<file path="src/rtl/bp_commit_tracker.sv">
// In-order record of predicted branches between fetch and ROB commit; pops the
// oldest record on each commit and drives the registered predictor-update triple.
module bp_commit_tracker #(
  parameter int DEPTH_LOG = 4,
  parameter int TAG_W     = 8,
  parameter int CNT_W     = 32
) (
  input  logic             clk,
  input  logic             rst,
  input  logic             rdy,
  input  logic             in_fetch_push,
  input  logic [TAG_W-1:0] in_fetch_tag,
  input  logic             in_fetch_pred,
  output logic             out_fetch_full,
  input  logic             in_rob_commit,
  input  logic             in_rob_taken,
  input  logic             in_flush,
  output logic             out_bp_res,
  output logic [TAG_W-1:0] out_bp_tag,
  output logic             out_bp_jump_res,
  output logic             out_mispredict,
  output logic             out_err_underflow,
  output logic [CNT_W-1:0] out_branch_cnt,
  output logic [CNT_W-1:0] out_miss_cnt
);

  localparam int                   DEPTH      = 1 << DEPTH_LOG;
  localparam logic [DEPTH_LOG:0]   FULL_COUNT = (DEPTH_LOG + 1)'(DEPTH);
  localparam logic [DEPTH_LOG-1:0] PTR_ONE    = 1;
  localparam logic [DEPTH_LOG:0]   COUNT_ONE  = 1;
  localparam logic [CNT_W-1:0]     STAT_ONE   = 1;

  logic [TAG_W-1:0]     tag_mem  [DEPTH];
  logic                 pred_mem [DEPTH];

  logic [DEPTH_LOG-1:0] head, tail;
  logic [DEPTH_LOG-1:0] head_next, tail_next;
  logic [DEPTH_LOG:0]   count, count_next;

  logic commit_req, commit_ok, underflow, miss, clear, push_ok;
  logic head_pred;
  logic [TAG_W-1:0] head_tag;

  assign out_fetch_full = (count == FULL_COUNT);

  assign head_pred  = pred_mem[head];
  assign head_tag   = tag_mem[head];
  assign commit_req = rdy & in_rob_commit;
  assign commit_ok  = commit_req & (count != '0);
  assign underflow  = commit_req & (count == '0);
  assign miss       = commit_ok & (head_pred != in_rob_taken);
  // A mispredict or flush makes every younger record wrong-path, including a same-cycle push.
  assign clear      = miss | (rdy & in_flush);
  assign push_ok    = rdy & in_fetch_push & ~clear & (~out_fetch_full | commit_ok);

  always_comb begin
    head_next  = head;
    tail_next  = tail;
    count_next = count;
    if (commit_ok) head_next = head + PTR_ONE;
    if (clear) begin
      tail_next  = head_next;
      count_next = '0;
    end else begin
      if (push_ok) tail_next = tail + PTR_ONE;
      case ({push_ok, commit_ok})
        2'b10:   count_next = count + COUNT_ONE;
        2'b01:   count_next = count - COUNT_ONE;
        default: count_next = count;
      endcase
    end
  end

  always_ff @(posedge clk) begin
    if (push_ok) begin
      tag_mem[tail]  <= in_fetch_tag;
      pred_mem[tail] <= in_fetch_pred;
    end
  end

  always_ff @(posedge clk or negedge rst) begin
    if (!rst) begin
      head              <= '0;
      tail              <= '0;
      count             <= '0;
      out_bp_res        <= 1'b0;
      out_bp_tag        <= '0;
      out_bp_jump_res   <= 1'b0;
      out_mispredict    <= 1'b0;
      out_err_underflow <= 1'b0;
      out_branch_cnt    <= '0;
      out_miss_cnt      <= '0;
    end else begin
      // With rdy low every event term is gated off, so state holds and pulses drop.
      head           <= head_next;
      tail           <= tail_next;
      count          <= count_next;
      out_bp_res     <= commit_ok;
      out_mispredict <= miss;
      if (commit_ok) begin
        out_bp_tag      <= head_tag;
        out_bp_jump_res <= in_rob_taken;
      end
      if (underflow) out_err_underflow <= 1'b1;
      if (commit_ok && !(&out_branch_cnt)) out_branch_cnt <= out_branch_cnt + STAT_ONE;
      if (miss && !(&out_miss_cnt)) out_miss_cnt <= out_miss_cnt + STAT_ONE;
    end
  end

endmodule
</file>
<file path="config.mk">
export PLATFORM = sky130hd
export DESIGN_NAME = bp_commit_tracker
export DESIGN_NICKNAME = d
export VERILOG_FILES = /design/src/rtl/bp_commit_tracker.sv
export SDC_FILE = /design/constraint.sdc
export NUM_CORES = 1
export LEC_CHECK = 0
export CAP_MARGIN = 0
export CORE_MARGIN = 3
export CORE_UTILIZATION = 45
export DETAILED_ROUTE_END_ITERATION = 6
export GPL_TIMING_DRIVEN = 0
export PLACE_DENSITY_LB_ADDON = 0.2
export SLEW_MARGIN = 20
export SYNTH_ARGS = -nofsm -noshare
export SYNTH_HDL_FRONTEND = slang
export SYNTH_SLANG_ARGS = --single-unit
</file>
<file path="constraint.sdc">
create_clock -name clk -period 4.6 [get_ports clk]
set_input_delay 0.92 -clock clk [delete_from_list [all_inputs] [get_ports clk]]
set_output_delay 0.92 -clock clk [all_outputs]
set_load 0.005 [all_outputs]
</file>
==> results.toml <==
[outcome]
status = "finished clean"

[setup_path]
start_kind = "flip-flop"
cp.arrival_ns = 4.23
path_class = "reg -> reg"
worstSetupEndpointType = "flip-flop"
critPathRequiredTime_ns = 4.99
crit_start = "count[1]"
worst-path-max-fanout = 10
worstReg2RegStart = "count[1]"

[yosys]
synth_area_leader_cell = "edfxtp_1"
netlist.area_leader.share_pct = 43.8
syn_nets = 672
ys_types = 50
yosys-top-cells-area = "edfxtp_1, dfrtp_1, mux4_2"
avgSynthCellArea_um2 = 15.3
synth-warning-count = 0
syn-instance-count = 645
syn_area_mm2 = 0.00987
synth_seq_cells = 233
ys_seq_area_share_pct = 66.4

[floorplan]
die_w_um = 154
core-area_mm2 = 0.0213
num_rows = 53
die_y_um = 154
start_util_pct = 46.4
ios = 93
die_area_mm2 = 0.0237

[detailed_routing]
first_pass_iters = 4
wl_um = 21700
routed_via_density = 5.57
postRouteAntennaNets = 0
drtIter0Drc = 477
wire_per_inst_um = 20.4
vias = 5908
drc = 0

[clock_tree]
cts_buffers = 24
cts_setup_buffers = 0
htreeDepth = 1
clk_pin_slew_ns = 0.06
cts_buffer_depth = 3
cts.hold.buffers_added = 0
ctsResizeCount = 0
clockRootBuffer = "clkbuf_16"
clock-sinks = 233
cts_tree = "done"
clk_latency_ns = 0.51

[global_routing]
grt_remaining_overflow = 0
grt_max_degree = 75
antenna_found_initial = 0
grt_usage_pct = 18.4
grt_pass1_wl_um = 34400
grt_pass1_vias = 5991

[place]
dp.cells = 1017
placed_area_mm2 = 0.0112
gp_congestion = 0.794
portBuffers = 92
dp.final_hpwl_um = 14400

[timing]
hold_viol_final = 0
min_period_ns = 3.83
fin_crit_sh_pct = 83.3
skew_ns = 0.00804
fmax_ghz = 0.261
tightest_slew_ns = 1.20
rsz0062_at_grt = "false"
slew_headroom_pct = 19.6
setup_viol = 0
maxSlewViolCount = 0
hold-worst-slack_ns = 0.242

[power_and_ir_drop]
powerDensity_mw_per_mm2 = 497
ir_worst_vdd_uv = 377
p_total_w = 0.00595
leakagePower_nw = 4.45

[worst_hold_path]
holdCritPathClass = "in -> async"

[final_layout]
fin_util_pct = 56.2
area_delta_synth_final_pct = 21.3
seqCellArea_mm2 = 0.00655
finalNonFillerCells = 1061
fillCellCount = 1639
drive_gt1_share_pct = 14.5
multi_input_area_mm2 = 0.00320
antenna_cells = 0
design_area_mm2 = 0.0120
nets = 795

[run]
max-cap-violations = 0
## state kept, by name, summed over array words and instances, names as in the netlist
register,count
out_err_underflow,1
out_branch_cnt,32
out_bp_res,1
out_bp_jump_res,1
head,4
tail,4
tag_mem,128
out_miss_cnt,32
pred_mem,16
out_bp_tag,8
count,5
out_mispredict,1
## cell usage after synthesis, drive strengths merged
cell / n
a2111oi: 1
a211oi: 3
a21o: 3
a21oi: 11
a311o: 1
a311oi: 1
a31oi: 2
a41o: 1
and2: 4
and3: 12
and4: 8
buf: 15
clkbuf: 10
dfrtp: 89
edfxtp: 144
fa: 1
ha: 10
inv: 11
mux2: 5
mux2i: 5
mux4: 45
nand2: 64
nand2b: 2
nand3: 28
nand4: 24
nor2: 38
nor2b: 2
nor3: 13
nor3b: 2
nor4: 7
nor4b: 1
o21ai: 1
o22ai: 1
o2bb2ai: 1
o311a: 1
o31ai: 1
or2: 1
or3: 2
or3b: 1
or4: 1
xnor2: 51
xor2: 21
## worst max-delay path, stage by stage (launching register included)
cell	delay (ns)
dfrtp_1	0.43
nor4_1	0.66
a21o_1	0.20
buf_2	0.22
buf_1	0.57
a31oi_1	0.22
fa_1	0.46
a21o_1	0.19
a21oi_1	0.18
xnor2_1	0.17
a211oi_1	0.07
a311oi_1	0.27
nor2_1	0.06
## worst paths after layout
path / cells past startpoint / slack [ns] / endpoint
max: 12 / 0.77 / count[4]
max reg2reg: 12 / 0.77 / count[4]
max in group asynchronous: 2 / 3.74 / out_bp_res
min reg2reg: 2 / 0.47 / out_bp_tag[2]
min in group clk: 2 / 0.47 / out_bp_tag[2]
min: 1 / 0.24 / out_miss_cnt[2]
## layout by cell type (no fill, tap or decap), types with 6 or more instances in the layout
cell type,Yosys,final
mux4_2,45,45
nor2_1,38,31
dfrtp_1,89,89
nor4_1,6,6
nand2_1,62,62
a21oi_1,11,11
xor2_1,21,21
nor2_2,0,7
clkbuf_16,0,25
clkinv_1,0,9
nor3_1,12,8
inv_1,11,11
xnor2_1,50,50
and3_1,12,12
clkdlybuf4s50_1,0,91
edfxtp_1,144,144
clkbuf_1,10,14
and4_1,8,8
ha_1,10,10
nand3_1,28,28
buf_2,8,8
nand4_1,24,24
## per-layer routing
| layer | wire length [µm] | up-vias | part of all wire, % | track usage (%) |
|---|---|---|---|---|
| li1 | - | 2681 | - | - |
| met1 | 9350 | 3021 | 43 | 25.8 |
| met2 | 10700 | 164 | 49 | 30.3 |
| met3 | 1090 | 42 | 5.0 | 2.87 |
| met4 | 532 | 0 | 2.5 | 4.79 |
| met5 | 0 | - | 0 | 0 |
## per-stage QoR
stage	worst slack [ns]	setup TNS [ns]
finish	0.768	0
global route	0.452	0
CTS	0.698	0
detailed placement	0.405	0
global placement	-0.735	-64.65
floorplan	1.37	0
## layout make-up
| class | count | share of cell area (%) |
|---|---|---|
| Sequential cell | 233 | 54.7 |
| Multi-Input combinational cell | 376 | 26.7 |
| Inverter | 11 | 0.345 |
| Buffer | 25 | 0.961 |
| Clock inverter | 15 | 0.763 |
| Timing Repair Buffer | 97 | 8.28 |
| Clock buffer | 29 | 5.35 |
| Tap cell | 275 | 2.87 |
## cells by family (layout without fill, tap and decap cells)
kind of cell             Yosys count  count (layout)  share of synthesized area, %
flip-flops                       233             233                          66.4
AND/OR/NAND/NOR                  210             210                          10.8
XOR/XNOR                          72              72                          6.47
multiplexers                      55              55                          11.4
buffers and inverters             36             177                          1.58
AO/OA/AOI/OAI                     28              28                          1.90
adder cells (fa/ha/maj)           11              11                          1.47
## power breakdown
group | switching (W) | internal (W)
sequential | 0.000126 | 0.00239
clock | 0.000773 | 0.00104
combinational | 0.000818 | 0.000803
total | 0.00172 | 0.00424
Power figures use the tool's default switching activity.
